[src/rtl/step_sequencer_pkg.sv]
// Shared constants for the step sequencer: FSM encodings,
// default step clamp and step counter width, plus a clamp helper.
package step_sequencer_pkg;

  localparam logic [1:0] S_IDLE     = 2'd0;
  localparam logic [1:0] S_PULSE_HI = 2'd1;
  localparam logic [1:0] S_PULSE_LO = 2'd2;
  localparam logic [1:0] S_DONE     = 2'd3;

  localparam int MAX_STEPS_DEF = 10;
  localparam int STEP_CNT_W    = 4;

  function automatic logic [STEP_CNT_W-1:0] clamp_steps(
    input logic [STEP_CNT_W-1:0] s,
    input logic [STEP_CNT_W-1:0] mx
  );
    return (s > mx) ? mx : s;
  endfunction

endpackage

[src/rtl/step_sequencer_timer.sv]
// Phase timer: counts enabled cycles from 0 and flags the last one.
// Ports: clk, rst (sync high), clear, en in; expired out (comb).
module step_phase_timer #(
  parameter int LIMIT = 2,
  parameter int W     = $clog2(LIMIT + 1)
) (
  input  logic clk,
  input  logic rst,
  input  logic clear,
  input  logic en,
  output logic expired
);

  localparam logic [W-1:0] LAST = W'(LIMIT - 1);

  logic [W-1:0] cnt_q, cnt_d;

  // Fires on the LIMIT-th enabled cycle; the count holds there
  // rather than wrapping until the owner clears it.
  assign expired = en && (cnt_q == LAST);

  always_comb begin
    cnt_d = cnt_q;
    if (clear)
      cnt_d = '0;
    else if (en && cnt_q != LAST)
      cnt_d = cnt_q + 1'b1;
  end

  always_ff @(posedge clk) begin
    if (rst) cnt_q <= '0;
    else     cnt_q <= cnt_d;
  end

endmodule

[src/rtl/step_sequencer.sv]
// Step sequencer: latches a clamped step count on start and emits
// that many fixed-width pulses at a fixed period.
// Ports: clk, rst, start, abort, steps_in[3:0] in;
//        step_out, busy, done, remaining[3:0] out (all registered).
module step_sequencer
  import step_sequencer_pkg::*;
#(
  parameter int PULSE_CYC  = 50_000_000,
  parameter int PERIOD_CYC = 100_000_000,
  parameter int MAX_STEPS  = MAX_STEPS_DEF
) (
  input  logic                  clk,
  input  logic                  rst,
  input  logic                  start,
  input  logic                  abort,
  input  logic [STEP_CNT_W-1:0] steps_in,
  output logic                  step_out,
  output logic                  busy,
  output logic                  done,
  output logic [STEP_CNT_W-1:0] remaining
);

  localparam int TW     = $clog2(PERIOD_CYC + 1);
  localparam int LO_CYC = PERIOD_CYC - PULSE_CYC;

  logic [1:0]            state_q, state_d;
  logic                  step_q, step_d;
  logic                  busy_q, busy_d;
  logic                  done_q, done_d;
  logic [STEP_CNT_W-1:0] rem_q, rem_d;
  logic                  hi_en, lo_en;
  logic                  hi_exp, lo_exp;

  assign hi_en = (state_q == S_PULSE_HI);
  assign lo_en = (state_q == S_PULSE_LO);

  // Each timer is held clear outside its own phase, so it always
  // enters the phase at zero.
  step_phase_timer #(.LIMIT(PULSE_CYC), .W(TW)) u_hi (
    .clk     (clk),
    .rst     (rst),
    .clear   (!hi_en),
    .en      (hi_en),
    .expired (hi_exp)
  );

  step_phase_timer #(.LIMIT(LO_CYC), .W(TW)) u_lo (
    .clk     (clk),
    .rst     (rst),
    .clear   (!lo_en),
    .en      (lo_en),
    .expired (lo_exp)
  );

  always_comb begin
    state_d = state_q;
    step_d  = step_q;
    rem_d   = rem_q;
    unique case (state_q)
      S_IDLE: begin
        if (start && steps_in != '0) begin
          state_d = S_PULSE_HI;
          step_d  = 1'b1;
          rem_d   = clamp_steps(steps_in,
                                STEP_CNT_W'(MAX_STEPS));
        end
      end
      S_PULSE_HI: begin
        if (abort) begin
          state_d = S_IDLE;
          step_d  = 1'b0;
          rem_d   = '0;
        end else if (hi_exp) begin
          state_d = S_PULSE_LO;
          step_d  = 1'b0;
          rem_d   = rem_q - 1'b1;
        end
      end
      S_PULSE_LO: begin
        if (abort) begin
          state_d = S_IDLE;
          step_d  = 1'b0;
          rem_d   = '0;
        end else if (lo_exp) begin
          if (rem_q != '0) begin
            state_d = S_PULSE_HI;
            step_d  = 1'b1;
          end else begin
            state_d = S_DONE;
          end
        end
      end
      S_DONE: begin
        state_d = S_IDLE;
      end
    endcase
    busy_d = (state_d != S_IDLE);
    done_d = (state_d == S_DONE);
  end

  always_ff @(posedge clk) begin
    if (rst) begin
      state_q <= S_IDLE;
      step_q  <= 1'b0;
      busy_q  <= 1'b0;
      done_q  <= 1'b0;
      rem_q   <= '0;
    end else begin
      state_q <= state_d;
      step_q  <= step_d;
      busy_q  <= busy_d;
      done_q  <= done_d;
      rem_q   <= rem_d;
    end
  end

  assign step_out  = step_q;
  assign busy      = busy_q;
  assign done      = done_q;
  assign remaining = rem_q;

endmodule
[config.mk]
export PLATFORM = sky130hd
export DESIGN_NAME = step_sequencer
export DESIGN_NICKNAME = d
export VERILOG_FILES = /design/src/rtl/step_sequencer_pkg.sv /design/src/rtl/step_sequencer_timer.sv /design/src/rtl/step_sequencer.sv
export SDC_FILE = /design/constraint.sdc
export NUM_CORES = 1
export LEC_CHECK = 0
export CAP_MARGIN = 25
export CORE_ASPECT_RATIO = 1.2
export CORE_MARGIN = 5
export CORE_UTILIZATION = 50
export CTS_CLUSTER_SIZE = 10
export DETAILED_ROUTE_END_ITERATION = 7
export PLACE_DENSITY = 0.68
export SYNTH_ARGS = -nofsm -noshare
export SYNTH_HDL_FRONTEND = slang
export SYNTH_HIERARCHICAL = 1
export SYNTH_SLANG_ARGS = --single-unit
[constraint.sdc]
create_clock -name clk -period 6.2 [get_ports clk]
set_input_delay 1.55 -clock clk [delete_from_list [all_inputs] [get_ports clk]]
set_output_delay 1.55 -clock clk [all_outputs]
set_load 0.02 [all_outputs]
==> impl_metrics.json <==
{
  "post_dp_cell_area_um2": 3470,
  "path_max_fanout": 26,
  "min-delay-start": "u_hi/cnt_q[5]",
  "power.leakage_nw": 1.12,
  "fmax_ghz": 0.328,
  "die_x_um": 84.2,
  "grtUsageMet3_pct": 3.51,
  "critPathLaunchType": "primary input",
  "rows": 32,
  "first_pass_iters": 5,
  "synth-compound-area-share_pct": 15.0,
  "nFillCells": 585,
  "yosysWarningCount": 6,
  "rsz0062_at_grt": "no",
  "area_growth_pct": 11.4,
  "top_usage_layer": "met2",
  "synth_seq_cells": 63,
  "nets": 423,
  "syn_area_per_cell_um2": 8.36,
  "slew_violations": 0,
  "total_power_mw": 1.12,
  "worstRegToRegCells": 7,
  "synthArstFlopShare_pct": 0,
  "synth_common_cells": "63 x dfxtp_1, 43 x nor2_1, 29 x xnor2_1",
  "relSlewSlack_pct": 64.8,
  "overflow": 0,
  "drv_cap": 0,
  "setup_viol": 0,
  "grt_pass1_wl_um": 11000,
  "gr-usage-met1_pct": 18.7,
  "synthAdderAreaFrac_pct": 3.41,
  "clk_latency_ps": 340,
  "antenna_found_initial": 0,
  "hp-class": "reg -> reg",
  "drt-initial-drc-count": 92,
  "htree_levels": 3,
  "cts_hold_buffers": 0,
  "grt_pass1_vias": 2576,
  "layout_setup_ws_ps": 3150,
  "drt-wirelength-per-cell_um": 13.0,
  "instances_no_fill": 496,
  "synthXorXnorAreaFrac_pct": 8.75,
  "worstPathRequired_ps": 6490,
  "hold_viol_final": 0,
  "worstSetupEndpointType": "flop",
  "post_cts_resize_count": 0,
  "vias": 2779,
  "design.die.area_um2": 8340,
  "grt_util_met2_pct": 27.5,
  "synth_top_family_by_area": "simple AND/OR/NAND/NOR gates",
  "cts.sinks": 63,
  "synth_cell_type_count": 52,
  "die_h_um": 99.0,
  "fin_worst_skew_ps": 5.60,
  "clk_path_buf_depth": 2,
  "synth_area_leaders": "dfxtp_1 38%, xnor2_1 7.7%, nor2_1 4.9%",
  "start_util_pct": 51.2,
  "drc_errors": 0,
  "ys_seq_area_share_pct": 38.2,
  "worstMarginPinSlew_ps": 524,
  "min_period_over_period_pct": 49.2,
  "outcome": "finished, final reports clean",
  "timing.hold.ws_ps": 485,
  "whs_path_depth": 2,
  "drive_gt1_share_pct": 7.54,
  "dp.cells": 480,
  "finalWeightedCongestion": 0.844,
  "coreArea_um2": 6450,
  "yosysTopAreaCell": "dfxtp_1",
  "grt_usage_pct": 16.0,
  "min_period_ps": 3050,
  "ff_latch_area_um2": 1260,
  "r2r-start": "u_hi/cnt_q[25]",
  "post_cts_buffers": 0,
  "tritoncts": "built",
  "ir_drop_uv": 217,
  "synth-simple-area-share_pct": 29.0,
  "cts_root_buffer": "clkbuf_8",
  "syn_inst": 395,
  "final_area_um2": 3680,
  "synth_most_common_cell": "dfxtp_1",
  "synth_top_area_share_pct": 38.2,
  "portBuffers": 14,
  "grt_max_degree": 27,
  "synth.mux.area_fraction_pct": 0.606,
  "dp_hpwl_um": 4470,
  "synth-main-ff-cell": "dfxtp_1",
  "utilization_pct": 57.1,
  "drt-total-wl_um": 6450,
  "crit_type": "in -> reg",
  "clkTransAtPathRegs_ps": 70,
  "crit_arrival_ps": 3340,
  "setup-tns-final_ps": 0,
  "power.density_nw_per_um2": 303,
  "n_antenna_cell": 0,
  "ios": 15,
  "cts_buffers": 9,
  "multiInputGateArea_um2": 1880,
  "crit_path_start": "rst",
  "syn_area_um2": 3300,
  "via_per_inst": 5.60,
  "synth-edff-count": 0,
  "antenna_left": 0,
  "synth_nets": 412,
  "pre_cts_ws_ps": 2830
}
metal layers:
| layer | share of wire (%) | vias up |
|---|---|---|
| met1 | 47 | 1307 |
| met5 | 0 | - |
| met3 | 2.5 | 8 |
| li1 | - | 1438 |
| met2 | 49 | 26 |
| met4 | 1.7 | 0 |
power breakdown:
part / switching [mW] / total [mW] / internal (mW)
sequential: 0.0224 / 0.450 / 0.428
clock: 0.152 / 0.370 / 0.217
combinational: 0.166 / 0.296 / 0.130
total: 0.341 / 1.12 / 0.775
cell families (layout without fill, tap and decap cells):
logic type                 Yosys count  after routing
AOI/OAI and AO/OA                   71             71
xor gates and xnor gates            33             33
adders and majority gates            9              9
buffers and inverters               37             53
DFF                                 63             63
muxes                                2              2
and+or+nand+nor                    180            180
area by class of cell:
cell class,count,share of cell area (%)
sequential,63,34.3
timing repair buffer,14,3.81
clock buffer,13,4.59
inverter,23,2.35
clock inverter,3,1.09
multi-input combinational,295,51.0
tap,85,2.89
layout by cell type (no fill, tap or decap), drive strengths merged, types with 2 or more instances in the layout:
cell and n:
nand2 26, dfxtp 63, inv 23, a31o 2, clkinv 2, and3 6
and2 3, a31oi 5, xor2 4, o31ai 7, clkbuf 13, ha 9
o21a 2, nor3 18, nand3 21, clkdlybuf4s50 14, nor4bb 3, and4 6
o21ai 18, or4 2, nor4 16, nand4 10, o211ai 2, nor3b 3
mux2i 2, or2 4, a311oi 4, a21o 2, xnor2 29, o21bai 2
nor2 43, or3 16, a21oi 19
worst paths after layout:
kind / to / slack [ps]
worst max-delay path: u_hi/cnt_q[2] / 3150
worst min-delay path: u_hi/cnt_q[5] / 480
worst max register to register: remaining[2] / 3730
worst min register to register: u_hi/cnt_q[5] / 480
critical path, cell delays in order:
cell	delay (ps)
clkdlybuf4s50_1	590
or2_2	570
or4_1	540
nand2_1	80
registers in the layout (all words and copies together), names as in the netlist:
name	cells
busy	1
done	1
remaining	4
state_q	2
step_out	1
u_hi/cnt_q	27
u_lo/cnt_q	27
(Power assumes the default switching activity.)
